--- src/rtl/bp_be_pkg.sv ---
// Shared types for the BE-side FE command director: director FSM states and the
// fe_cmd / fe_queue packet layouts exchanged with the front end.
package bp_be_pkg;

    localparam int unsigned vaddr_width_p               = 39;
    localparam int unsigned branch_metadata_fwd_width_p = 16;

    typedef enum logic [1:0] {
        e_reset,
        e_boot,
        e_run,
        e_flush
    } bp_be_director_state_e;

    typedef enum logic [2:0] {
        e_op_state_reset          = 3'd0,
        e_op_pc_redirection       = 3'd1,
        e_op_icache_fill_response = 3'd2,
        e_op_icache_fence         = 3'd3,
        e_op_wait                 = 3'd4,
        e_op_attaboy              = 3'd5
    } bp_fe_cmd_opcode_e;

    localparam logic [1:0] priv_machine_lp = 2'b11;

    typedef struct packed {
        bp_fe_cmd_opcode_e                       opcode;
        logic [vaddr_width_p-1:0]                npc;
        logic [1:0]                              priv;
        logic                                    translation_en;
        logic                                    branch_taken;
        logic [branch_metadata_fwd_width_p-1:0]  branch_md;
    } bp_fe_cmd_s;

    typedef struct packed {
        logic [vaddr_width_p-1:0]                pc;
        logic [31:0]                             instr;
        logic [branch_metadata_fwd_width_p-1:0]  branch_md;
    } bp_fe_queue_s;

    localparam int unsigned fe_cmd_width_lp   = $bits(bp_fe_cmd_s);
    localparam int unsigned fe_queue_width_lp = $bits(bp_fe_queue_s);

    function automatic bp_fe_cmd_s make_attaboy(
        input logic [vaddr_width_p-1:0]               pc,
        input logic                                   taken,
        input logic [branch_metadata_fwd_width_p-1:0] md
    );
        bp_fe_cmd_s c;
        c              = '0;
        c.opcode       = e_op_attaboy;
        c.npc          = pc;
        c.branch_taken = taken;
        c.branch_md    = md;
        return c;
    endfunction

endpackage

--- src/rtl/bp_be_cmd_fifo_async.sv ---
// Single-read single-write command FIFO with asynchronous active-low reset.
// Reports full, empty and the number of free slots; head reads as zero when empty.
module bp_be_cmd_fifo_async #(
    parameter int unsigned els_p   = 4,
    parameter int unsigned width_p = 8,
    localparam int unsigned cnt_width_lp = $clog2(els_p + 1),
    localparam int unsigned ptr_width_lp = $clog2(els_p)
) (
    input  logic                    clk_i,
    input  logic                    reset_n_i,
    input  logic                    v_i,
    input  logic [width_p-1:0]      data_i,
    input  logic                    yumi_i,
    output logic [width_p-1:0]      data_o,
    output logic                    full_o,
    output logic                    empty_o,
    output logic [cnt_width_lp-1:0] free_o
);

    logic [width_p-1:0]      r_mem [els_p];
    logic [ptr_width_lp-1:0] r_wptr, r_rptr;
    logic [cnt_width_lp-1:0] r_count;
    logic                    w_enq, w_deq;

    always_comb begin
        full_o  = (r_count == cnt_width_lp'(els_p));
        empty_o = (r_count == '0);
        free_o  = cnt_width_lp'(els_p) - r_count;
        w_enq   = v_i & ~full_o;
        w_deq   = yumi_i & ~empty_o;
        data_o  = empty_o ? '0 : r_mem[r_rptr];
    end

    always_ff @(posedge clk_i) begin
        if (w_enq) begin
            r_mem[r_wptr] <= data_i;
        end
    end

    // Depth is a power of two, so pointer overflow is the wrap.
    always_ff @(posedge clk_i or negedge reset_n_i) begin
        if (!reset_n_i) begin
            r_wptr  <= '0;
            r_rptr  <= '0;
            r_count <= '0;
        end else begin
            if (w_enq) r_wptr <= r_wptr + ptr_width_lp'(1);
            if (w_deq) r_rptr <= r_rptr + ptr_width_lp'(1);
            if (w_enq && !w_deq) begin
                r_count <= r_count + cnt_width_lp'(1);
            end else if (w_deq && !w_enq) begin
                r_count <= r_count - cnt_width_lp'(1);
            end
        end
    end

    a_no_enq_when_full: assert property (@(posedge clk_i) disable iff (!reset_n_i)
        !(v_i && full_o));

endmodule

--- src/rtl/bp_be_fe_cmd_director.sv ---
// BE-side FE command director: buffers fetch entries for issue, builds the FE command
// stream (boot state_reset, BE commands, attaboys) and flushes stale fetches on redirect.
module bp_be_fe_cmd_director
    import bp_be_pkg::*;
#(
    parameter int unsigned              cmd_els_p = 4,
    parameter logic [vaddr_width_p-1:0] boot_pc_p = 39'h0011_0000
) (
    input  logic                                   clk_i,
    input  logic                                   reset_n_i,
    input  logic [fe_queue_width_lp-1:0]           fe_queue_i,
    input  logic                                   fe_queue_v_i,
    output logic                                   fe_queue_ready_and_o,
    output logic [fe_queue_width_lp-1:0]           fetch_pkt_o,
    output logic                                   fetch_v_o,
    input  logic                                   fetch_yumi_i,
    input  logic [fe_cmd_width_lp-1:0]             cmd_i,
    input  logic                                   cmd_v_i,
    output logic                                   cmd_ready_and_o,
    input  logic                                   attaboy_v_i,
    input  logic [vaddr_width_p-1:0]               attaboy_pc_i,
    input  logic                                   attaboy_taken_i,
    input  logic [branch_metadata_fwd_width_p-1:0] attaboy_md_i,
    output logic                                   attaboy_drop_o,
    output logic [fe_cmd_width_lp-1:0]             fe_cmd_o,
    output logic                                   fe_cmd_v_o,
    input  logic                                   fe_cmd_yumi_i,
    output logic                                   flush_pending_o
);

    localparam int unsigned cnt_width_lp = $clog2(cmd_els_p + 1);

    bp_be_director_state_e   r_state;
    logic [cnt_width_lp-1:0] r_flush_cnt, w_flush_cnt_d, w_free;
    logic                    r_buf_v;
    bp_fe_queue_s            r_buf;

    logic w_full, w_empty, w_active, w_boot_enq, w_cmd_acc, w_att_enq;
    logic w_nonatt_enq, w_nonatt_deq, w_fifo_v, w_discard, w_fq_acc;
    bp_fe_cmd_s w_fifo_wdata, w_head;

    always_comb begin
        w_active        = (r_state == e_run) || (r_state == e_flush);
        w_boot_enq      = (r_state == e_boot);
        cmd_ready_and_o = w_active & ~w_full;
        w_cmd_acc       = cmd_v_i & cmd_ready_and_o;
        // The last free slot is kept for a redirect; attaboys are only hints.
        w_att_enq       = attaboy_v_i & w_active & ~w_cmd_acc
                        & (w_free >= cnt_width_lp'(2));
        attaboy_drop_o  = attaboy_v_i & ~w_att_enq & (r_state != e_reset);
        w_nonatt_enq    = w_boot_enq | w_cmd_acc;
        w_nonatt_deq    = fe_cmd_yumi_i & ~w_empty & (w_head.opcode != e_op_attaboy);
        w_fifo_v        = w_nonatt_enq | w_att_enq;

        w_fifo_wdata = '0;
        if (w_boot_enq) begin
            w_fifo_wdata.opcode = e_op_state_reset;
            w_fifo_wdata.npc    = boot_pc_p;
            w_fifo_wdata.priv   = priv_machine_lp;
        end else if (w_cmd_acc) begin
            w_fifo_wdata = bp_fe_cmd_s'(cmd_i);
        end else begin
            w_fifo_wdata = make_attaboy(attaboy_pc_i, attaboy_taken_i, attaboy_md_i);
        end

        unique case ({w_nonatt_enq, w_nonatt_deq})
            2'b10:   w_flush_cnt_d = r_flush_cnt + cnt_width_lp'(1);
            2'b01:   w_flush_cnt_d = r_flush_cnt - cnt_width_lp'(1);
            default: w_flush_cnt_d = r_flush_cnt;
        endcase

        w_discard            = (r_state == e_flush) | w_nonatt_enq;
        fe_queue_ready_and_o = (r_state != e_reset) & (~r_buf_v | w_discard);
        w_fq_acc             = fe_queue_v_i & fe_queue_ready_and_o;
        fetch_v_o            = r_buf_v & ~w_discard;
        fetch_pkt_o          = r_buf;
        flush_pending_o      = (r_flush_cnt != '0);
        fe_cmd_o             = w_head;
        fe_cmd_v_o           = ~w_empty;
    end

    always_ff @(posedge clk_i or negedge reset_n_i) begin
        if (!reset_n_i) begin
            r_state     <= e_reset;
            r_flush_cnt <= '0;
            r_buf_v     <= 1'b0;
            r_buf       <= '0;
        end else begin
            r_flush_cnt <= w_flush_cnt_d;
            case (r_state)
                e_reset: r_state <= e_boot;
                e_boot:  r_state <= e_flush;
                default: r_state <= (w_flush_cnt_d != '0) ? e_flush : e_run;
            endcase
            if (w_discard) begin
                r_buf_v <= 1'b0;
            end else if (w_fq_acc) begin
                r_buf_v <= 1'b1;
                r_buf   <= bp_fe_queue_s'(fe_queue_i);
            end else if (fetch_yumi_i) begin
                r_buf_v <= 1'b0;
            end
        end
    end

    bp_be_cmd_fifo_async #(
        .els_p   (cmd_els_p),
        .width_p (fe_cmd_width_lp)
    ) u_cmd_fifo (
        .clk_i     (clk_i),
        .reset_n_i (reset_n_i),
        .v_i       (w_fifo_v),
        .data_i    (w_fifo_wdata),
        .yumi_i    (fe_cmd_yumi_i),
        .data_o    (w_head),
        .full_o    (w_full),
        .empty_o   (w_empty),
        .free_o    (w_free)
    );

    a_yumi_needs_entry: assert property (@(posedge clk_i) disable iff (!reset_n_i)
        !(fetch_yumi_i && !r_buf_v));

endmodule

--- config.mk ---
export PLATFORM = sky130hd
export DESIGN_NAME = bp_be_fe_cmd_director
export DESIGN_NICKNAME = d
export VERILOG_FILES = /design/src/rtl/bp_be_pkg.sv /design/src/rtl/bp_be_cmd_fifo_async.sv /design/src/rtl/bp_be_fe_cmd_director.sv
export SDC_FILE = /design/constraint.sdc
export NUM_CORES = 1
export LEC_CHECK = 0
export BUFFER_PORTS_ARGS = -buffer_cell sky130_fd_sc_hd__buf_2
export CAP_MARGIN = 15
export CORE_UTILIZATION = 25
export CTS_BUF_LIST = sky130_fd_sc_hd__clkbuf_16
export DETAILED_ROUTE_END_ITERATION = 10
export PLACE_DENSITY = 0.46
export SETUP_SLACK_MARGIN = 0.02
export SLEW_MARGIN = 30
export SYNTH_ARGS = -nofsm -noshare
export SYNTH_HDL_FRONTEND = slang
export SYNTH_SLANG_ARGS = --single-unit
--- constraint.sdc ---
create_clock -name clk_i -period 11.7 [get_ports clk_i]
set_clock_uncertainty 0.2 [all_clocks]
set_input_delay 2.34 -clock clk_i [delete_from_list [all_inputs] [get_ports clk_i]]
set_output_delay 2.34 -clock clk_i [all_outputs]
set_load 0.05 [all_outputs]
Word-level counts from Yosys, hierarchy flattened
Memories as Yosys holds them, arrays and structs flattened.
Cells that the tools add are included.
Storage, ports and cells
  memories: 1
  output and inout bits: 155
  word-level logic and storage cells: 75
  memory bits (writable): 248
  input bits: 212
  bits in registers: 100
Memories
  u_cmd_fifo.r_mem: depth 4, bits a word 62, rd ports 1, clocked after Yosys merged registers in 0, wr ports 1, RTL line bp_be_cmd_fifo_async.sv:20  | logic [width_p-1:0] r_mem [els_p];
Cells by class
  equality and inequality tests: 7
  bitwise logic cells: 23
  muxes and demuxes: 14
  reductions and logical operators: 13
  magnitude comparators: 1
  add/sub/neg operators: 7
Operator list (count)
  $mux 62: 2
  $mux 44: 1
  $mux 18: 1
  $and 1x1->1: 13
  $reduce_bool 3->1: 3
  $add 3x1->3 const B: 2
  $eq 2x2->1 const B: 3
  $mux 1: 6
  $mux 3: 2
  $not 1->1: 6
  $pmux 3 s2: 1
  $sub 3x1->3 const B: 2
  $add 2x1->2 const B: 2
  $eq 2x1->1 const B: 2
  $or 1x1->1: 4
  $pmux 2 s2: 1
  $reduce_bool 2->1: 2
  $eq 3x3->1 const B: 1
  $ge 3x2->1 const B: 1
  $logic_not 3->1: 1
  $ne 3x3->1 const B: 1
  $sub 3x3->3 const A: 1
  $logic_and 1x1->1: 2
  $logic_not 1->1: 2
  other kinds (3): 3

Longest topological paths before layout
Gate-level depths: netlist of run 1.
  depth in word-level cells: 13
  gate-level depth with buffers: 13
  gate-level depth less buffers: 13

Modules after synthesis
Synthesis of run 1 repeated with hierarchy kept, for this count alone.
Second synthesis, totals
  cells, all modules: 857
  area, all modules: 14333.7 um2
Modules (own cells, without submodules)
  bp_be_cmd_fifo_async: times used 1, cells an instance 435, area each 9825.7 um2
  bp_be_fe_cmd_director: times used 1, cells an instance 422, area each 4508.1 um2

Least setup slack after synthesis of run 1
Ideal clock, no wire load.
  path type: input -> output
  start point: input cmd_v_i
  end point: output fe_queue_ready_and_o
  required time: 9.160 ns
  setup slack: 5.986 ns
  stages: 4
  buffers on the path: 1
  data arrival time: 3.174 ns
  cell sequence: nand2_1 buf_2 nand3b_1 and2_1
On the way
  word-level cells in the longest chain between the ends: 5
RTL lines
  from (decl): RTL line bp_be_fe_cmd_director.sv:18  | input logic cmd_v_i,
  $and 1x1->1: RTL line bp_be_fe_cmd_director.sv:46  | w_cmd_acc = cmd_v_i & cmd_ready_and_o;
  $or 1x1->1: RTL line bp_be_fe_cmd_director.sv:51  | w_nonatt_enq = w_boot_enq | w_cmd_acc;
  $or 1x1->1: RTL line bp_be_fe_cmd_director.sv:72  | w_discard = (r_state == e_flush) | w_nonatt_enq;
  $or 1x1->1: RTL line bp_be_fe_cmd_director.sv:73  | fe_queue_ready_and_o = (r_state != e_reset) & (~r_buf_v | w_discard);
  $and 1x1->1: RTL line bp_be_fe_cmd_director.sv:73
  to (decl): RTL line bp_be_fe_cmd_director.sv:13  | output logic fe_queue_ready_and_o,
Every way passes these cells.

Worst setup path in the final report of run 1
  start point: input attaboy_v_i
  end point: output attaboy_drop_o
On the way
  word-level cells in the longest chain between the ends: 6
RTL lines
  from (decl): RTL line bp_be_fe_cmd_director.sv:20  | input logic attaboy_v_i,
  $and 1x1->1 (2 in a row): RTL line bp_be_fe_cmd_director.sv:48  | w_att_enq = attaboy_v_i & w_active & ~w_cmd_acc
  $and 1x1->1: RTL line bp_be_fe_cmd_director.sv:49  | & (w_free >= cnt_width_lp'(2));
  $not 1->1: RTL line bp_be_fe_cmd_director.sv:50  | attaboy_drop_o = attaboy_v_i & ~w_att_enq & (r_state != e_reset);
  $and 1x1->1 (*) (2 in a row): RTL line bp_be_fe_cmd_director.sv:50
  to (decl): RTL line bp_be_fe_cmd_director.sv:24  | output logic attaboy_drop_o,
Every way passes the cells marked *; elsewhere a longest branch is shown, timed or not.

==> impl_metrics.env, run 1 <==
export IMPL_drt_wirelength_per_cell_um=17.7
export IMPL_cts_hold_buf=0
export IMPL_gr_total_overflow=0
export IMPL_tritoncts="built"
export IMPL_synth_nets=1074
export IMPL_timing_setup_tns_ps=0
export IMPL_post_cts_buffers=0
export IMPL_setup_worst_path_class="primary input to output pin"
export IMPL_hpwlAfterDp_mm=23.4
export IMPL_hold_viol_final=0
export IMPL_crit_path_start_kind="primary input"
export IMPL_dieArea_um2=58000
export IMPL_drv_slew=0
export IMPL_core_area_um2=56400
export IMPL_dr_first_iter_drc_count=344
export IMPL_arrival_ps=3140
export IMPL_avgViaCountPerCell=4.19
export IMPL_clock_sinks=348
export IMPL_synth_cell_types=37
export IMPL_hold_depth=1
export IMPL_grt_max_degree=62
export IMPL_cp_max_fo=2
export IMPL_htreeDepth=2
export IMPL_syn_avg_cell_area_um2=16.8
export IMPL_run_status="complete, no violations"
export IMPL_io_buffers=366
export IMPL_fin_crit_ps=5680
export IMPL_clk_latency_ps=550
export IMPL_rsz0062_at_grt="no"
export IMPL_drive_gt1_share_pct=48.1
export IMPL_synth_area_um2=14300
export IMPL_drt_wl_total_mm=35.7
export IMPL_slew_limit_headroom_pct=45.4
export IMPL_track_usage_pct=12.2
export IMPL_die_w_um=241
export IMPL_critPathCaptureType="output pin"
export IMPL_fin_crit_sh_pct=48.6
export IMPL_cts_buffers=41
export IMPL_place_congestion=0.711
export IMPL_worstMarginPinSlew_ps=818
export IMPL_clk_path_buf_depth=3
export IMPL_setup_viol=0
export IMPL_ys_ff_latch=348
export IMPL_antenna_found_initial=7
export IMPL_ioPinCount=367
export IMPL_cts_clk_slew_worst_paths_ps=60
export IMPL_core_rowCount=87
export IMPL_synthCells=850
export IMPL_yosysSeqAreaShare_pct=69.7
export IMPL_max_freq_mhz=176
export IMPL_ant_nets=0
export IMPL_cts_root_buf="clkbuf_16"
export IMPL_die_y_um=241
export IMPL_drc_errors=0
export IMPL_dr_pass1_iters=4
export IMPL_ff2ff_setup_slack_ps=7720
export IMPL_start_util_pct=25.3
export IMPL_worstHoldPathType="register to register"
export IMPL_ctsResizeCount=0
export IMPL_drv_cap=0
export IMPL_grt_pass1_wl_mm=52.6
export IMPL_critPathRequiredTime_ps=9160
export IMPL_r2r_cells=9
export IMPL_fill_cells=5716
export IMPL_placed_area_um2=17000
export IMPL_grt_pass1_vias=8735
export IMPL_ys_warn_count=0
export IMPL_syn_to_final_growth_pct=28.9
export IMPL_num_vias=8438
export IMPL_nets=1449
export IMPL_fin_area_um2=18400
[through the flow]
step / std cells / util, % / setup slack (ps) / hold slack [ps]
after global placement: 1936 / 30.0 / 6030 / 271
after detailed placement: 1938 / 30.1 / 6010 / 287
after CTS: 2014 / 32.6 / 5810 / 295
final: 2016 / 32.6 / 6020 / 287
after floorplan: 850 / - / 5990 / 246
after global routing: 2014 / 32.6 / 5960 / 307
[layer usage]
metal / track usage, % / wire length [µm] / part of all wire, %
met1: 14.7 / 14900 / 42
met2: 20.6 / 17200 / 48
met3: 4.25 / 2890 / 8.1
met4: 3.26 / 673 / 1.9
met5: 0 / 42 / 0.12
[worst max-delay path, stage by stage]
cell and delay [ps]:
buf_2 90, o311ai_0 200, o211a_1 280, buf_2 220
[placed cells by master (no fill, tap or decap), types with 3 or more instances in the layout]
cell type  Yosys  layout
edfxtp_1     248     248
and2_4         0       4
mux2_2        69      69
clkbuf_16      0      43
mux2_4        19      19
and2_1        68      64
clkinv_2       0       6
xnor2_1        6       6
inv_1         13      20
nand3_1        3       3
a21oi_1       54      54
nand2_1      119     118
clkinv_1       1       8
dfrtp_1      100      98
xor2_1         3       3
buf_4          6      12
bufinv_16      0       7
ha_1          10      10
nor2_1         7       7
buf_2         14     365
mux4_2        62      62
[registers in the layout, indices dropped and copies added (netlist names)]
name	flops
u_cmd_fifo.r_count	3
fetch_pkt_o	87
u_cmd_fifo.r_wptr	2
u_cmd_fifo.r_mem	248
r_state	2
r_flush_cnt	3
r_buf_v	1
u_cmd_fifo.r_rptr	2
[area by class of cell]
class                      count  area (µm²)  area share (%)
sequential                   348        9960            54.1
multi-input combinational    440        4060            22.0
timing repair buffer         380        1970            10.7
clock buffer                  43        1080            5.85
tap                          756         946            5.14
clock inverter                33         339            1.84
inverter                      14        52.6           0.286
antenna                        2        5.00          0.0272
[Yosys cell counts]
library cell | n | area (µm²)
and3b_1 | 1 | 8.76
o21ai_2 | 1 | 8.76
nand3_1 | 3 | 15.0
mux2_1 | 1 | 11.3
and2_1 | 68 | 425
clkbuf_1 | 19 | 71.3
mux2_2 | 69 | 777
a21oi_2 | 1 | 8.76
edfxtp_1 | 248 | 7450
nand2b_1 | 1 | 6.26
or4b_1 | 1 | 10.0
mux2_4 | 19 | 285
clkinv_1 | 1 | 3.75
buf_2 | 14 | 70.1
or2_2 | 1 | 6.26
o311ai_0 | 1 | 8.76
buf_6 | 3 | 33.8
or3_1 | 1 | 6.26
nand3b_1 | 1 | 7.51
ha_1 | 10 | 125
xor2_1 | 3 | 26.3
nor2_1 | 7 | 26.3
nor2b_1 | 2 | 12.5
buf_4 | 6 | 45.0
nand2_1 | 119 | 447
a21oi_1 | 54 | 270
a31oi_1 | 1 | 6.26
nor2_2 | 1 | 6.26
mux4_2 | 62 | 1400
inv_1 | 13 | 48.8
o21ai_0 | 2 | 10.0
buf_1 | 6 | 22.5
and4bb_1 | 1 | 12.5
o211a_1 | 1 | 10.0
dfrtp_1 | 100 | 2500
xnor2_1 | 6 | 52.6
fa_1 | 2 | 40.0
[path summary, 6_finish.rpt]
check / startpoint / endpoint
worst min-delay path: r_flush_cnt[2] / r_flush_cnt[2]
worst min register to register: r_flush_cnt[2] / r_flush_cnt[2]
worst max-delay path: attaboy_v_i / attaboy_drop_o
min in group asynchronous: reset_n_i / fetch_pkt_o[67]
max in group asynchronous: reset_n_i / u_cmd_fifo.r_rptr[1]
worst max register to register: u_cmd_fifo.r_count[0] / u_cmd_fifo.r_mem[0][17]
[cells by family (layout without fill, tap and decap cells)]
group	count (synthesis)	after routing	synth area share [%]
xor gates and xnor gates	9	9	0.552
DFF	348	348	69.7
and+or+nand+nor	207	207	6.94
AOI/OAI and AO/OA	61	61	2.26
buffers and inverters	62	470	2.07
adders and majority gates	12	12	1.16
muxes	151	151	17.3
other	0	2	0
Power of run 1 is not shown: default switching activity piles up to over one toggle a cycle in this logic, so the estimate is an artifact.
==> run 2, diff against run 1 <==
==> constraint.sdc (replaced) <==
create_clock -name clk_i -period 5.4 [get_ports clk_i]
set_clock_uncertainty 0.2 [all_clocks]
set_input_delay 1.08 -clock clk_i [delete_from_list [all_inputs] [get_ports clk_i]]
set_output_delay 1.08 -clock clk_i [all_outputs]
set_load 0.05 [all_outputs]
==> run 2 against run 1 <==
Against the previous run: sequential share of layout area increased by 0.48 points; cell count decreased by 0.30%; critical endpoint is now fe_cmd_o[8]; hold slack got worse by 5.8 ps.
==> impl_metrics.env, run 2 (synthesis results as in run 1) <==
export IMPL_path_delay_family="flip-flops"
export IMPL_slew_limit_headroom_pct=51.0
export IMPL_place_congestion=0.684
export IMPL_cts_buffers=40
export IMPL_die_w_um=241
export IMPL_cts_clk_slew_worst_paths_ps=60
export IMPL_syn_to_final_growth_pct=27.8
export IMPL_fin_ws_ps=1420
export IMPL_path_cells="buf_12 -> mux4_2 -> and2_1 -> buf_2"
export IMPL_r2r_cells=8
export IMPL_dr_first_iter_drc_count=360
export IMPL_grt_pass1_vias=8898
export IMPL_drt_wl_total_mm=35.6
export IMPL_fin_crit_sh_pct=73.6
export IMPL_htreeDepth=2
export IMPL_clk_path_buf_depth=3
export IMPL_dieArea_um2=58000
export IMPL_core_rowCount=87
export IMPL_start_util_pct=25.3
export IMPL_clock_sinks=348
export IMPL_ioPinCount=367
export IMPL_rsz0062_at_grt="no"
export IMPL_io_buffers=366
export IMPL_mostFrequentLayoutCells="buf_2 (365), edfxtp_1 (248), nand2_1 (118)"
export IMPL_drv_cap=0
export IMPL_ff2ff_setup_slack_ps=1830
export IMPL_final_common_cell="buf_2"
export IMPL_rr_startpoint="u_cmd_fifo.r_count[1]"
export IMPL_drive_gt1_share_pct=47.4
export IMPL_setup_worst_path_class="register to output pin"
export IMPL_crit_path_start_kind="register"
export IMPL_worstHoldPathType="register to register"
export IMPL_worst_path_buf_inv=2
export IMPL_worstMarginPinSlew_ps=736
export IMPL_avgViaCountPerCell=4.19
export IMPL_num_vias=8418
export IMPL_die_y_um=241
export IMPL_grt_max_degree=89
export IMPL_tritoncts="built"
export IMPL_worstHoldEndpoint="r_flush_cnt[2]"
export IMPL_hold_depth=1
export IMPL_post_cts_buffers=0
export IMPL_ant_nets=0
export IMPL_max_freq_mhz=252
export IMPL_arrival_ps=2700
export IMPL_timing_setup_tns_ps=0
export IMPL_nets=1448
export IMPL_largest_reg_flops=248
export IMPL_setup_viol=0
export IMPL_drt_wirelength_per_cell_um=17.7
export IMPL_antenna_found_initial=5
export IMPL_fin_hold_ws_ps=281
export IMPL_hold_viol_final=0
export IMPL_critPathRequiredTime_ps=4120
export IMPL_fin_cells=2010
export IMPL_slowest_stage="dfrtp_4"
export IMPL_cp_max_fo=43
export IMPL_fin_crit_ps=3980
export IMPL_clk_latency_ps=550
export IMPL_cts_root_buf="clkbuf_16"
export IMPL_track_usage_pct=12.2
export IMPL_r2r_end="u_cmd_fifo.r_mem[0][37]"
export IMPL_dp_slack_ps=1540
export IMPL_drv_slew=0
export IMPL_gr_total_overflow=0
export IMPL_slowest_delay_ps=730
export IMPL_cts_hold_buf=0
export IMPL_critPathCaptureType="output pin"
export IMPL_ctsResizeCount=0
export IMPL_regMostFlops="u_cmd_fifo.r_mem"
export IMPL_hp_start="r_flush_cnt[2]"
export IMPL_drc_errors=0
export IMPL_hpwlAfterDp_mm=24.1
export IMPL_dr_pass1_iters=4
export IMPL_run_status="complete, no violations"
export IMPL_core_area_um2=56400
export IMPL_dpl_cell_count=1938
export IMPL_grt_pass1_wl_mm=52.8
run 2: cell types whose count changed in the layout (fill, tap and decap cells not counted), sizes merged:
cell / previous run / this run
bufinv: 7 / 2
inv: 23 / 26
clkbuf: 43 / 41
clkinvlp: 1 / 0
diode: 2 / 1
run 2: per-layer routing:
| metal | routed length [µm] | global-route usage (%) | vias up |
|---|---|---|---|
| met1 | 14500 | 14.5 | 4172 |
| met2 | 17700 | 21.1 | 282 |
| met3 | 2640 | 3.72 | 55 |
| li1 | - | - | 3901 |
| met4 | 735 | 3.87 | 8 |
| met5 | 44 | 0 | - |
run 2: worst max-delay path by stage:
stage                     cells after the start             startpoint                       to  slack [ps]
after global placement                        5                cmd_v_i  u_cmd_fifo.r_mem[2][45]        1580
after detailed placement                      6                cmd_v_i  u_cmd_fifo.r_mem[0][34]        1540
after CTS                                     7  u_cmd_fifo.r_count[1]             fe_cmd_o[18]        1270
final                                         4   u_cmd_fifo.r_rptr[0]              fe_cmd_o[8]        1420
after floorplan                               8  u_cmd_fifo.r_count[1]     fe_queue_ready_and_o        1520
after global routing                          7  u_cmd_fifo.r_count[1]             fe_cmd_o[18]        1140
run 2: area by class of cell:
| cell class | instances | area, µm² |
|---|---|---|
| Antenna cell | 1 | 2.50 |
| Clock buffer | 41 | 1030 |
| Clock inverter | 30 | 189 |
| Fill cell | 5686 | 38200 |
| Inverter | 14 | 52.6 |
| Multi-Input combinational cell | 440 | 4060 |
| Sequential cell | 348 | 9960 |
| Tap cell | 756 | 946 |
| Timing Repair Buffer | 380 | 2010 |
run 2: metrics by stage:
step,util (%),cell area (µm²)
3_5_place_dp,30.2,17000
6_report,32.3,18200
4_1_cts,32.3,18200
3_3_place_gp,30.1,17000
2_1_floorplan,-,14300
5_1_grt,32.3,18200
run 2: worst reg2reg max path, cell delays in order (launching register included):
cell and delay [ps]:
dfrtp_1 410, inv_1 60, ha_1 210, ha_1 260, and3b_2 650, nor2_2 100, a21oi_2 370, and2_4 570
buf_4 400
Power of run 2 is left out for the same reason.
==> run 3, diff against run 2 <==
==> constraint.sdc (replaced) <==
create_clock -name clk_i -period 3.79 [get_ports clk_i]
set_clock_uncertainty 0.2 [all_clocks]
set_input_delay 0.758 -clock clk_i [delete_from_list [all_inputs] [get_ports clk_i]]
set_output_delay 0.758 -clock clk_i [all_outputs]
set_load 0.05 [all_outputs]
==> run 3 against run 2 <==
Against the previous run: setup slack worse by 1100 ps; count of clock-buffer cells in the layout stayed put; non-clock buffer count is 7 higher; global-route usage is 0.20 points higher; highest routed layer unchanged; via count is 1.1% higher; flip-flop and latch count stayed put; die area stayed put; register-to-register slack worse by 1200 ps; core utilization is 0.24 points higher.
==> impl_metrics.env, run 3 (synthesis results as in run 1) <==
export IMPL_critPathRequiredTime_ps=2830
export IMPL_dr_first_iter_drc_count=253
export IMPL_post_cts_buffers=0
export IMPL_regMostFlops="u_cmd_fifo.r_mem"
export IMPL_avgViaCountPerCell=4.21
export IMPL_setup_worst_path_class="register to output pin"
export IMPL_slowest_delay_ps=650
export IMPL_place_congestion=0.695
export IMPL_critPathCaptureType="output pin"
export IMPL_nets=1455
export IMPL_tritoncts="built"
export IMPL_path_cells="buf_6 -> mux4_2 -> and2_1 -> buf_2"
export IMPL_io_buffers=366
export IMPL_final_common_cell="buf_2"
export IMPL_crit_path_start_kind="register"
export IMPL_worst_path_buf_inv=2
export IMPL_timing_setup_tns_ps=0
export IMPL_cts_clk_slew_worst_paths_ps=60
export IMPL_setup_viol=0
export IMPL_slowest_stage="dfrtp_4"
export IMPL_cts_root_buf="clkbuf_16"
export IMPL_core_area_um2=56400
export IMPL_track_usage_pct=12.4
export IMPL_fill_cells=5661
export IMPL_num_vias=8510
export IMPL_drt_wirelength_per_cell_um=18.0
export IMPL_hold_depth=2
export IMPL_cts_buffers=40
export IMPL_grt_pass1_wl_mm=53.4
export IMPL_fin_hold_ws_ps=219
export IMPL_rr_startpoint="u_cmd_fifo.r_count[0]"
export IMPL_hpwlAfterDp_mm=23.7
export IMPL_dieArea_um2=58000
export IMPL_antenna_found_initial=7
export IMPL_max_freq_mhz=285
export IMPL_drive_gt1_share_pct=48.0
export IMPL_dr_pass1_iters=4
export IMPL_drc_errors=0
export IMPL_clk_latency_ps=540
export IMPL_ant_nets=0
export IMPL_arrival_ps=2550
export IMPL_drv_slew=0
export IMPL_r2r_end="r_state[0]"
export IMPL_hold_viol_final=0
export IMPL_mostFrequentLayoutCells="buf_2 (365), edfxtp_1 (248), nand2_1 (118)"
export IMPL_ioPinCount=367
export IMPL_die_y_um=241
export IMPL_worstHoldPathType="primary input to register"
export IMPL_hp_start="fetch_yumi_i"
export IMPL_clock_sinks=348
export IMPL_gr_total_overflow=0
export IMPL_clk_path_buf_depth=3
export IMPL_drt_wl_total_mm=36.3
export IMPL_ff2ff_setup_slack_ps=600
export IMPL_path_delay_family="buffers and inverters"
export IMPL_run_status="complete, no violations"
export IMPL_worstHoldEndpoint="r_buf_v"
export IMPL_fin_crit_sh_pct=92.6
export IMPL_cp_max_fo=43
export IMPL_r2r_cells=12
export IMPL_largest_reg_flops=248
export IMPL_dp_slack_ps=497
export IMPL_drv_cap=0
export IMPL_htreeDepth=2
export IMPL_rsz0062_at_grt="no"
export IMPL_fin_ws_ps=281
export IMPL_die_w_um=241
export IMPL_slew_limit_headroom_pct=51.8
export IMPL_worstMarginPinSlew_ps=723
export IMPL_start_util_pct=25.3
export IMPL_core_rowCount=87
export IMPL_syn_to_final_growth_pct=28.7
export IMPL_grt_max_degree=66
export IMPL_grt_pass1_vias=8993
export IMPL_fin_crit_ps=3510
==> run 3: worst max path at each step <==
| stage | start | cells past startpoint | endpoint |
|---|---|---|---|
| 3_3_place_gp | u_cmd_fifo.r_count[1] | 10 | u_cmd_fifo.r_count[1] |
| 2_1_floorplan | u_cmd_fifo.r_count[1] | 8 | u_cmd_fifo.r_mem[2][0] |
| 3_5_place_dp | u_cmd_fifo.r_count[1] | 10 | u_cmd_fifo.r_count[1] |
| 5_1_grt | u_cmd_fifo.r_count[1] | 7 | fe_cmd_o[59] |
| 4_1_cts | u_cmd_fifo.r_count[1] | 7 | fe_cmd_o[59] |
| 6_report | u_cmd_fifo.r_rptr[1] | 4 | fe_cmd_o[28] |
==> run 3: worst reg2reg max path: stages, from the launching register on <==
cell and delay (ps):
dfrtp_1 410, inv_1 90, ha_1 170, ha_1 300, and3b_2 270, nor2_2 140
ha_1 210, inv_1 60, fa_1 370, xor2_1 150, nor2_1 70, xor2_1 150
or4b_1 460
==> run 3: final cells by class <==
class,count,area (µm²),area share [%]
Tap cell,756,946,5.15
Multi-Input combinational cell,440,4060,22.1
Antenna cell,3,7.51,0.0409
Inverter,14,52.6,0.286
Timing Repair Buffer,387,2090,11.4
Clock inverter,30,240,1.31
Clock buffer,41,1030,5.58
Sequential cell,348,9960,54.2
==> run 3: per-stage QoR <==
stage          std cells  utilization [%]  area, µm²
2_1_floorplan        850                -      14300
3_3_place_gp        1944             30.3      17100
3_5_place_dp        1944             30.3      17100
4_1_cts             2016             32.6      18400
5_1_grt             2016             32.6      18400
6_report            2019             32.6      18400
==> run 3: repair_timing <==
action	CTS	global route
gates resized for setup	3	0
setup endpoints to repair	22	0
hold buffers	1	0
hold endpoints to repair	2	0
==> run 3: per-layer routing <==
layer	up-vias	wire length [µm]	track usage, %
met5	-	53	0
met4	8	777	3.47
met3	60	2830	4.35
met2	294	17400	20.8
met1	4242	15200	15.1
li1	3906	-	-
Power of run 3 is left out for the same reason.
